File: src/rtl/pipeline_stage_buffer.sv
// Elastic inter-stage buffer: DEPTH-entry circular store with valid/ready handshake
// and synchronous flush. Ready is taken from registered occupancy only.
module pipeline_stage_buffer #(
  parameter int DATA_WIDTH = 64,
  parameter int DEPTH      = 2,
  localparam int COUNT_WIDTH = $clog2(DEPTH + 1)
) (
  input  logic                   clock,
  input  logic                   reset,
  input  logic                   flush,
  input  logic                   in_valid,
  output logic                   in_ready,
  input  logic [DATA_WIDTH-1:0]  in_data,
  output logic                   out_valid,
  input  logic                   out_ready,
  output logic [DATA_WIDTH-1:0]  out_data,
  output logic [COUNT_WIDTH-1:0] occupancy
);

  localparam int PTR_W = (DEPTH > 1) ? $clog2(DEPTH) : 1;
  localparam logic [PTR_W-1:0]       LAST_IDX = PTR_W'(DEPTH - 1);
  localparam logic [COUNT_WIDTH-1:0] FULL_CNT = COUNT_WIDTH'(DEPTH);

  logic [DATA_WIDTH-1:0]  mem_q [DEPTH];
  logic [DATA_WIDTH-1:0]  mem_d [DEPTH];
  logic [PTR_W-1:0]       head_q, head_d;
  logic [PTR_W-1:0]       tail_q, tail_d;
  logic [COUNT_WIDTH-1:0] count_q, count_d;
  logic                   push, pop;

  assign in_ready  = (count_q != FULL_CNT);
  assign out_valid = (count_q != '0);
  assign out_data  = mem_q[head_q];
  assign occupancy = count_q;

  assign push = in_valid & in_ready & ~flush;
  assign pop  = out_valid & out_ready & ~flush;

  always_comb begin
    mem_d   = mem_q;
    head_d  = head_q;
    tail_d  = tail_q;
    count_d = count_q;
    if (flush) begin
      // Storage is left intact; zero count masks it through out_valid.
      head_d  = '0;
      tail_d  = '0;
      count_d = '0;
    end else begin
      if (push) begin
        mem_d[tail_q] = in_data;
        tail_d = (tail_q == LAST_IDX) ? '0 : tail_q + PTR_W'(1);
      end
      if (pop) begin
        head_d = (head_q == LAST_IDX) ? '0 : head_q + PTR_W'(1);
      end
      case ({push, pop})
        2'b10:   count_d = count_q + COUNT_WIDTH'(1);
        2'b01:   count_d = count_q - COUNT_WIDTH'(1);
        default: count_d = count_q;
      endcase
    end
  end

  always_ff @(posedge clock or posedge reset) begin
    if (reset) begin
      head_q  <= '0;
      tail_q  <= '0;
      count_q <= '0;
      for (int i = 0; i < DEPTH; i++) begin
        mem_q[i] <= '0;
      end
    end else begin
      head_q  <= head_d;
      tail_q  <= tail_d;
      count_q <= count_d;
      mem_q   <= mem_d;
    end
  end

endmodule

File: config.mk
export PLATFORM = sky130hd
export DESIGN_NAME = pipeline_stage_buffer
export DESIGN_NICKNAME = d
export VERILOG_FILES = /design/src/rtl/pipeline_stage_buffer.sv
export SDC_FILE = /design/constraint.sdc
export NUM_CORES = 1
export LEC_CHECK = 0
export CORE_MARGIN = 4
export CORE_UTILIZATION = 30
export DETAILED_ROUTE_END_ITERATION = 8
export SYNTH_ARGS = -nofsm -noshare
export SYNTH_HDL_FRONTEND = slang
export SYNTH_SLANG_ARGS = --single-unit
File: constraint.sdc
create_clock -name clock -period 5.7 [get_ports clock]
set_clock_uncertainty 0.2 [all_clocks]
set_input_delay 1.71 -clock clock [delete_from_list [all_inputs] [get_ports clock]]
set_output_delay 1.71 -clock clock [all_outputs]
set_load 0.05 [all_outputs]
==> results of run 1 <==
==> final cells by class <==
cell class	count	area share
Sequential cell	132	0.406
Multi-Input combinational cell	211	0.306
Timing Repair Buffer	142	0.176
Clock buffer	23	0.0611
Tap cell	265	0.0407
Clock inverter	8	0.00922
Inverter	3	0.00169
==> logic make-up after synthesis <==
group / share of synthesized area
XOR/XNOR: 0.00148
AO/OA/AOI/OAI: 0.00759
AND/OR/NAND/NOR: 0.0131
multiplexers: 0.398
flip-flops: 0.557
buffers and inverters: 0.0236
==> state kept, by name, summed over array words and instances, names as in the netlist <==
register and flops:
head_q 1, mem_q 128, tail_q 1, occupancy 2
==> stage by stage <==
stage               worst slack (ns)  hold slack, ns  area [um2]   util  instances
floorplan                      0.264           0.254        5930      -        366
global placement                1.46           0.266        7570  0.389        753
detailed placement              1.44           0.285        7570  0.389        753
CTS                            0.977           0.297        8150  0.419        784
global route                   0.930           0.304        8150  0.419        784
finish                          1.05           0.294        8150  0.419        784
==> power by group <==
part	total, mW	internal [mW]	leakage, nW	switching [mW]
Combinational	1.19	0.556	1.56	0.636
Clock	1.04	0.653	0.273	0.388
Sequential	1.29	1.17	1.58	0.121
Total	3.52	2.38	3.41	1.14
==> Yosys cell counts (all sizes together) <==
library cell,count,area [um2]
nor2,1,3.75
nand4b,1,8.76
and2b,1,8.76
nor3b,1,7.51
mux2,192,2350
or3,1,7.51
clkbuf,7,26.3
a21o,1,7.51
or2,2,12.5
inv,3,11.3
xor2,1,8.76
dfrtp,132,3300
o211ai,1,7.51
o21ai,2,10.0
a21oi,4,20.0
nand3b,1,7.51
nor4,1,21.3
buf,13,103
mux2i,1,10.0
==> per-layer routing <==
layer | track usage | wire length [um]
met5 | 0 | 0
met1 | 0.157 | 5760
met4 | 0.0443 | 176
met2 | 0.206 | 6570
met3 | 0.0369 | 662
==> cells in the final DEF (no fill, tap or decap) <==
cell and instances:
sky130_fd_sc_hd__clkbuf_1 1, sky130_fd_sc_hd__inv_4 1, sky130_fd_sc_hd__bufinv_16 1, sky130_fd_sc_hd__dfrtp_1 131, sky130_fd_sc_hd__clkinvlp_4 4, sky130_fd_sc_hd__mux2_2 141
sky130_fd_sc_hd__clkbuf_16 17, sky130_fd_sc_hd__nand3b_1 1, sky130_fd_sc_hd__and2b_2 1, sky130_fd_sc_hd__clkbuf_8 5, sky130_fd_sc_hd__o211ai_1 1, sky130_fd_sc_hd__clkinv_2 3
sky130_fd_sc_hd__inv_2 1, sky130_fd_sc_hd__mux2i_1 1, sky130_fd_sc_hd__mux2_4 50, sky130_fd_sc_hd__buf_12 2, sky130_fd_sc_hd__inv_1 1, sky130_fd_sc_hd__nor4_4 1
sky130_fd_sc_hd__a21oi_1 4, sky130_fd_sc_hd__buf_4 4, sky130_fd_sc_hd__or3_2 1, sky130_fd_sc_hd__clkdlybuf4s50_1 136, sky130_fd_sc_hd__or2_2 2, sky130_fd_sc_hd__o21ai_0 2
sky130_fd_sc_hd__nor3b_1 1, sky130_fd_sc_hd__xor2_1 1, sky130_fd_sc_hd__nor2_1 1, sky130_fd_sc_hd__a21o_1 1, sky130_fd_sc_hd__mux2_1 1, sky130_fd_sc_hd__nand4b_1 1
sky130_fd_sc_hd__dfrtp_2 1
==> worst max path at each step <==
stage / to / from / slack, ns
after CTS: out_data[12] / head_q / 0.98
final: out_data[59] / head_q / 1.05
after floorplan: head_q / reset / 0.26
after detailed placement: out_data[46] / head_q / 1.44
after global placement: out_data[59] / head_q / 1.46
after global routing: out_data[59] / head_q / 0.93
==> critical path, cell delays in order, from the launching register on <==
cell	delay (ns)
sky130_fd_sc_hd__dfrtp_2	0.87
sky130_fd_sc_hd__buf_12	0.32
sky130_fd_sc_hd__mux2_2	0.38
sky130_fd_sc_hd__clkdlybuf4s50_1	0.72
==> impl_table.tex, run 1 <==
\begin{tabular}{lr}
\hline
Metric & Value \\
\hline
\multicolumn{2}{l}{\textbf{Worst setup path}} \\
Worst endpoint required time & 3.79 ns \\
Reg2reg end & mem\_q[81] \\
Signal arrival time at the worst endpoint & 2.74 ns \\
Setup slack, reg-to-reg & 3.47 ns \\
Register-to-Register Path Depth & 4 \\
Critical path type & reg2out \\
Startpoint kind of the worst setup timing path & flip-flop \\
Element type at the critical path end & primary output \\
Critical R2R Launch & occupancy[0] \\
Largest fanout on the critical path & 37 \\
\multicolumn{2}{l}{\textbf{Placement}} \\
Final estimated routing congestion in global placement & 0.706 \\
I/O Buffers & 136 \\
Placed wire-length estimate & 8540 um \\
\multicolumn{2}{l}{\textbf{Floorplan}} \\
Initial Util & 0.305 \\
Area of the die & 22100 um2 \\
Placement row count & 51 \\
Core Box Area & 19500 um2 \\
Die Ht & 149 um \\
Die Span X & 149 um \\
Ports & 137 \\
\multicolumn{2}{l}{\textbf{Status}} \\
Outcome & complete, no violations \\
\multicolumn{2}{l}{\textbf{GRT}} \\
Via count of the first global-routing pass & 4095 \\
GRT overflow & 0 \\
Largest net degree at the start of global routing & 73 \\
Initial antenna violation count & 0 \\
Global-route wire length before repair & 21800 um \\
GRT Total Usage & 0.125 \\
\multicolumn{2}{l}{\textbf{Layout}} \\
Area growth from synthesis to final layout & 37.3\% \\
Layout cell share with drive strength beyond 1 & 0.453 \\
Sequential Area & 3300 um2 \\
Net count, final & 576 \\
Footprint of the multi-input gates & 2490 um2 \\
Layout filler cell count & 1801 \\
ANT cells & 0 \\
\multicolumn{2}{l}{\textbf{STA}} \\
Max-slew headroom & 0.364 \\
Max-slew violation total from the final report & 0 \\
Setup repair after global routing missed its margin & false \\
Aggregate negative setup slack & 0 ns \\
Min Tclk post-route & 4.65 ns \\
Final hold violations & 0 \\
Maximum frequency from static timing analysis & 0.215 GHz \\
Transition time of the tightest slew-check pin & 0.954 ns \\
Portion of the clock cycle consumed by the worst path in the final layout & 0.815 \\
Final count of negative-setup-slack endpoints & 0 \\
\multicolumn{2}{l}{\textbf{Synth}} \\
Post-synthesis average cell area & 16.2 um2 \\
Distinct cells, synth & 23 \\
Synthesized netlist cell count & 366 \\
Synthesized cell area & 5930 um2 \\
Post-synthesis net count & 435 \\
Sequential fraction of the synthesis area & 0.557 \\
Number of synthesized register bits & 132 \\
Count of warnings emitted by yosys & 0 \\
\multicolumn{2}{l}{\textbf{Clock tree}} \\
Clk\_lat worst skew & 0.40 ns \\
Max clock buf depth & 2 \\
CTS buffer count & 17 \\
H-tree levels & 4 \\
\# Post-CTS Setup Buffers & 0 \\
CTS-repair resized insts & 0 \\
Clock transition at path regs & 0.05 ns \\
Clock sinks & 132 \\
Clock Root Buffer & sky130\_fd\_sc\_hd\_\_clkbuf\_16 \\
TritonCTS clock tree & done \\
\# hold bufs at CTS & 0 \\
\multicolumn{2}{l}{\textbf{Detailed routing}} \\
Final Routed Wirelength & 13200 um \\
Detailed Routing Iterations Pass 1 & 4 \\
Detail-routed via count per cell & 4.47 \\
Average wire length per cell after detail routing & 16.8 um \\
Initial DRC count & 81 \\
Via count & 3507 \\
Post-detailed-route DRC marker count & 0 \\
Number of nets with antenna violations after routing & 0 \\
\multicolumn{2}{l}{\textbf{Worst hold path}} \\
Hold endpoint & mem\_q[78] \\
Worst hold path startpoint & mem\_q[78] \\
Type of the tightest min-delay check & reg2reg \\
Cell depth of the worst min-delay path & 1 \\
\multicolumn{2}{l}{\textbf{Flow run}} \\
MaxCap Viol Count & 0 \\
\multicolumn{2}{l}{\textbf{Power}} \\
Leakage & 3.41 nW \\
Post-layout total power & 3.52 mW \\
Power density normalized to cell area & 432 nW/um2 \\
Worst VDD drop & 0.185 mV \\
\hline
\end{tabular}
No activity file was read; power rests on OpenSTA's default activity.
==> run 2, diff against run 1 <==
==> constraint.sdc (replaced) <==
create_clock -name clock -period 4.72 [get_ports clock]
set_clock_uncertainty 0.2 [all_clocks]
set_input_delay 1.416 -clock clock [delete_from_list [all_inputs] [get_ports clock]]
set_output_delay 1.416 -clock clock [all_outputs]
set_load 0.05 [all_outputs]
==> run 2 against run 1 <==
Against the previous run: clock power up 34%; non-clock buffer count increased by 3; global-route usage down 0.20 points; critical path depth unchanged; first-iteration DRC count increased by 9.9%; largest power group unchanged; highest routed layer unchanged.
==> impl_table.tex, run 2 (synthesis results as in run 1) <==
\begin{tabular}{lr}
\hline
Metric & Value \\
\hline
\multicolumn{2}{l}{\textbf{Power}} \\
Sequential cell fraction of total power & 0.352 \\
Internal power consumption & 3.00 mW \\
Part of the total power dissipated in combinational logic & 0.331 \\
Leakage & 3.45 nW \\
Switching pwr & 1.39 mW \\
Sw Ratio & 0.316 \\
Relative contribution of the clock network to total power & 0.318 \\
Worst VDD drop & 0.313 mV \\
Power density normalized to cell area & 533 nW/um2 \\
\multicolumn{2}{l}{\textbf{Layout}} \\
Commonest cells after routing, fill and taps aside & sky130\_fd\_sc\_hd\_\_mux2\_2 (141), sky130\_fd\_sc\_hd\_\_clkdlybuf4s50\_1 (136), sky130\_fd\_sc\_hd\_\_dfrtp\_1 (131), sky130\_fd\_sc\_hd\_\_mux2\_4 (50), sky130\_fd\_sc\_hd\_\_clkbuf\_16 (17) \\
Sequential Area & 3300 um2 \\
Layout filler cell count & 1820 \\
Leading cell type in the layout, fill and taps excluded & sky130\_fd\_sc\_hd\_\_mux2\_2 \\
Layout cell share with drive strength beyond 1 & 0.455 \\
Final design utilization & 0.423 \\
Net count, final & 579 \\
ANT cells & 0 \\
Flip-flop count of the largest register after layout & 128 \\
Top reg by flops & mem\_q \\
Area growth from synthesis to final layout & 38.7\% \\
Final cell area excluding filler cells & 8230 um2 \\
Footprint of the multi-input gates & 2490 um2 \\
\multicolumn{2}{l}{\textbf{Placement}} \\
I/O Buffers & 136 \\
Final estimated routing congestion in global placement & 0.677 \\
Placed wire-length estimate & 8500 um \\
Post-place setup slack & 0.974 ns \\
Cell Area, Placed & 7610 um2 \\
\multicolumn{2}{l}{\textbf{Worst setup path}} \\
Register-to-Register Path Depth & 4 \\
Setup slack, reg-to-reg & 2.50 ns \\
Number of buffers and inverters on the critical path & 2 \\
Signal arrival time at the worst endpoint & 2.33 ns \\
Critical path depth & 3 \\
Slowest stage cell on the critical path & sky130\_fd\_sc\_hd\_\_clkdlybuf4s50\_1 \\
Critical path type & reg2out \\
Cell family with the largest share of critical-path delay & buffers and inverters \\
Element type at the critical path end & primary output \\
Capture point of the critical path & out\_data[19] \\
Reg2reg end & mem\_q[83] \\
Largest fanout on the critical path & 35 \\
Startpoint kind of the worst setup timing path & flip-flop \\
Crit-path cells & buf\_4 -> mux2\_2 -> clkdlybuf4s50\_1 \\
Launch point of the critical path & head\_q \\
Worst endpoint required time & 3.10 ns \\
Critical R2R Launch & occupancy[0] \\
Stage delay of the slowest cell on the critical path & 0.72 ns \\
\multicolumn{2}{l}{\textbf{Clock tree}} \\
H-tree levels & 4 \\
CTS buffer count & 17 \\
\# Post-CTS Setup Buffers & 0 \\
Max clock buf depth & 2 \\
Clock Root Buffer & sky130\_fd\_sc\_hd\_\_clkbuf\_16 \\
\# hold bufs at CTS & 0 \\
Clock transition at path regs & 0.05 ns \\
Clock sinks & 132 \\
Clk\_lat worst skew & 0.40 ns \\
TritonCTS clock tree & done \\
CTS-repair resized insts & 0 \\
\multicolumn{2}{l}{\textbf{Detailed routing}} \\
Final Routed Wirelength & 13100 um \\
Initial DRC count & 89 \\
Detail-routed via count per cell & 4.52 \\
Average wire length per cell after detail routing & 16.6 um \\
Via count & 3550 \\
Detailed Routing Iterations Pass 1 & 4 \\
Number of nets with antenna violations after routing & 0 \\
Post-detailed-route DRC marker count & 0 \\
\multicolumn{2}{l}{\textbf{GRT}} \\
GRT Total Usage & 0.123 \\
Initial antenna violation count & 0 \\
Largest net degree at the start of global routing & 57 \\
Via count of the first global-routing pass & 4125 \\
GRT overflow & 0 \\
Global-route wire length before repair & 21500 um \\
\multicolumn{2}{l}{\textbf{Floorplan}} \\
Core Box Area & 19500 um2 \\
Area of the die & 22100 um2 \\
Die Ht & 149 um \\
Placement row count & 51 \\
Ports & 137 \\
Die Span X & 149 um \\
Initial Util & 0.305 \\
\multicolumn{2}{l}{\textbf{STA}} \\
Setup repair after global routing missed its margin & false \\
Final worst-path setup slack & 0.778 ns \\
Aggregate negative setup slack & 0 ns \\
Final hold violations & 0 \\
Max-slew headroom & 0.501 \\
Portion of the clock cycle consumed by the worst path in the final layout & 0.835 \\
Transition time of the tightest slew-check pin & 0.747 ns \\
Min Tclk post-route & 3.94 ns \\
Max-slew violation total from the final report & 0 \\
Final count of negative-setup-slack endpoints & 0 \\
Maximum frequency from static timing analysis & 0.254 GHz \\
\multicolumn{2}{l}{\textbf{Flow run}} \\
MaxCap Viol Count & 0 \\
\multicolumn{2}{l}{\textbf{Worst hold path}} \\
Type of the tightest min-delay check & reg2reg \\
\multicolumn{2}{l}{\textbf{Status}} \\
Outcome & complete, no violations \\
\hline
\end{tabular}
run 2: power by group through the flow:
stage	sequential, mW	clock, mW	combinational (mW)
6_report	1.54	1.39	1.45
5_1_grt	1.58	1.49	1.53
3_3_place_gp	1.54	0	1.45
3_5_place_dp	1.56	0	1.47
2_1_floorplan	1.52	0	1.08
4_1_cts	1.55	1.44	1.47
run 2: per-layer routing:
metal | part of all wire | global-route usage | vias to the layer above
met3 | 0.067 | 0.0521 | 8
met1 | 0.42 | 0.140 | 1859
met2 | 0.51 | 0.215 | 83
li1 | - | - | 1600
met4 | 0.0070 | 0.0305 | 0
met5 | 0 | 0 | -
run 2: worst min-delay path by stage:
| stage | slack, ns | depth (start not counted) | end | from |
|---|---|---|---|---|
| 2_1_floorplan | 0.25 | 1 | mem_q[78] | mem_q[78] |
| 5_1_grt | 0.31 | 1 | mem_q[36] | mem_q[36] |
| 6_report | 0.29 | 1 | mem_q[78] | mem_q[78] |
| 4_1_cts | 0.30 | 1 | mem_q[78] | mem_q[78] |
| 3_3_place_gp | 0.27 | 1 | mem_q[78] | mem_q[78] |
| 3_5_place_dp | 0.29 | 1 | mem_q[78] | mem_q[78] |
run 2: stage by stage:
step	instances	total power, mW	hold slack [ns]
5_1_grt	786	4.60	0.307
4_1_cts	786	4.46	0.298
3_3_place_gp	756	2.99	0.265
2_1_floorplan	366	2.60	0.254
3_5_place_dp	756	3.03	0.285
6_report	786	4.39	0.291
run 2: cell type report:
| type | instances | area share |
|---|---|---|
| Sequential cell | 132 | 0.401 |
| Multi-Input combinational cell | 211 | 0.303 |
| Timing Repair Buffer | 145 | 0.178 |
| Clock buffer | 21 | 0.0572 |
| Tap cell | 265 | 0.0403 |
| Clock inverter | 9 | 0.0185 |
| Inverter | 3 | 0.00182 |
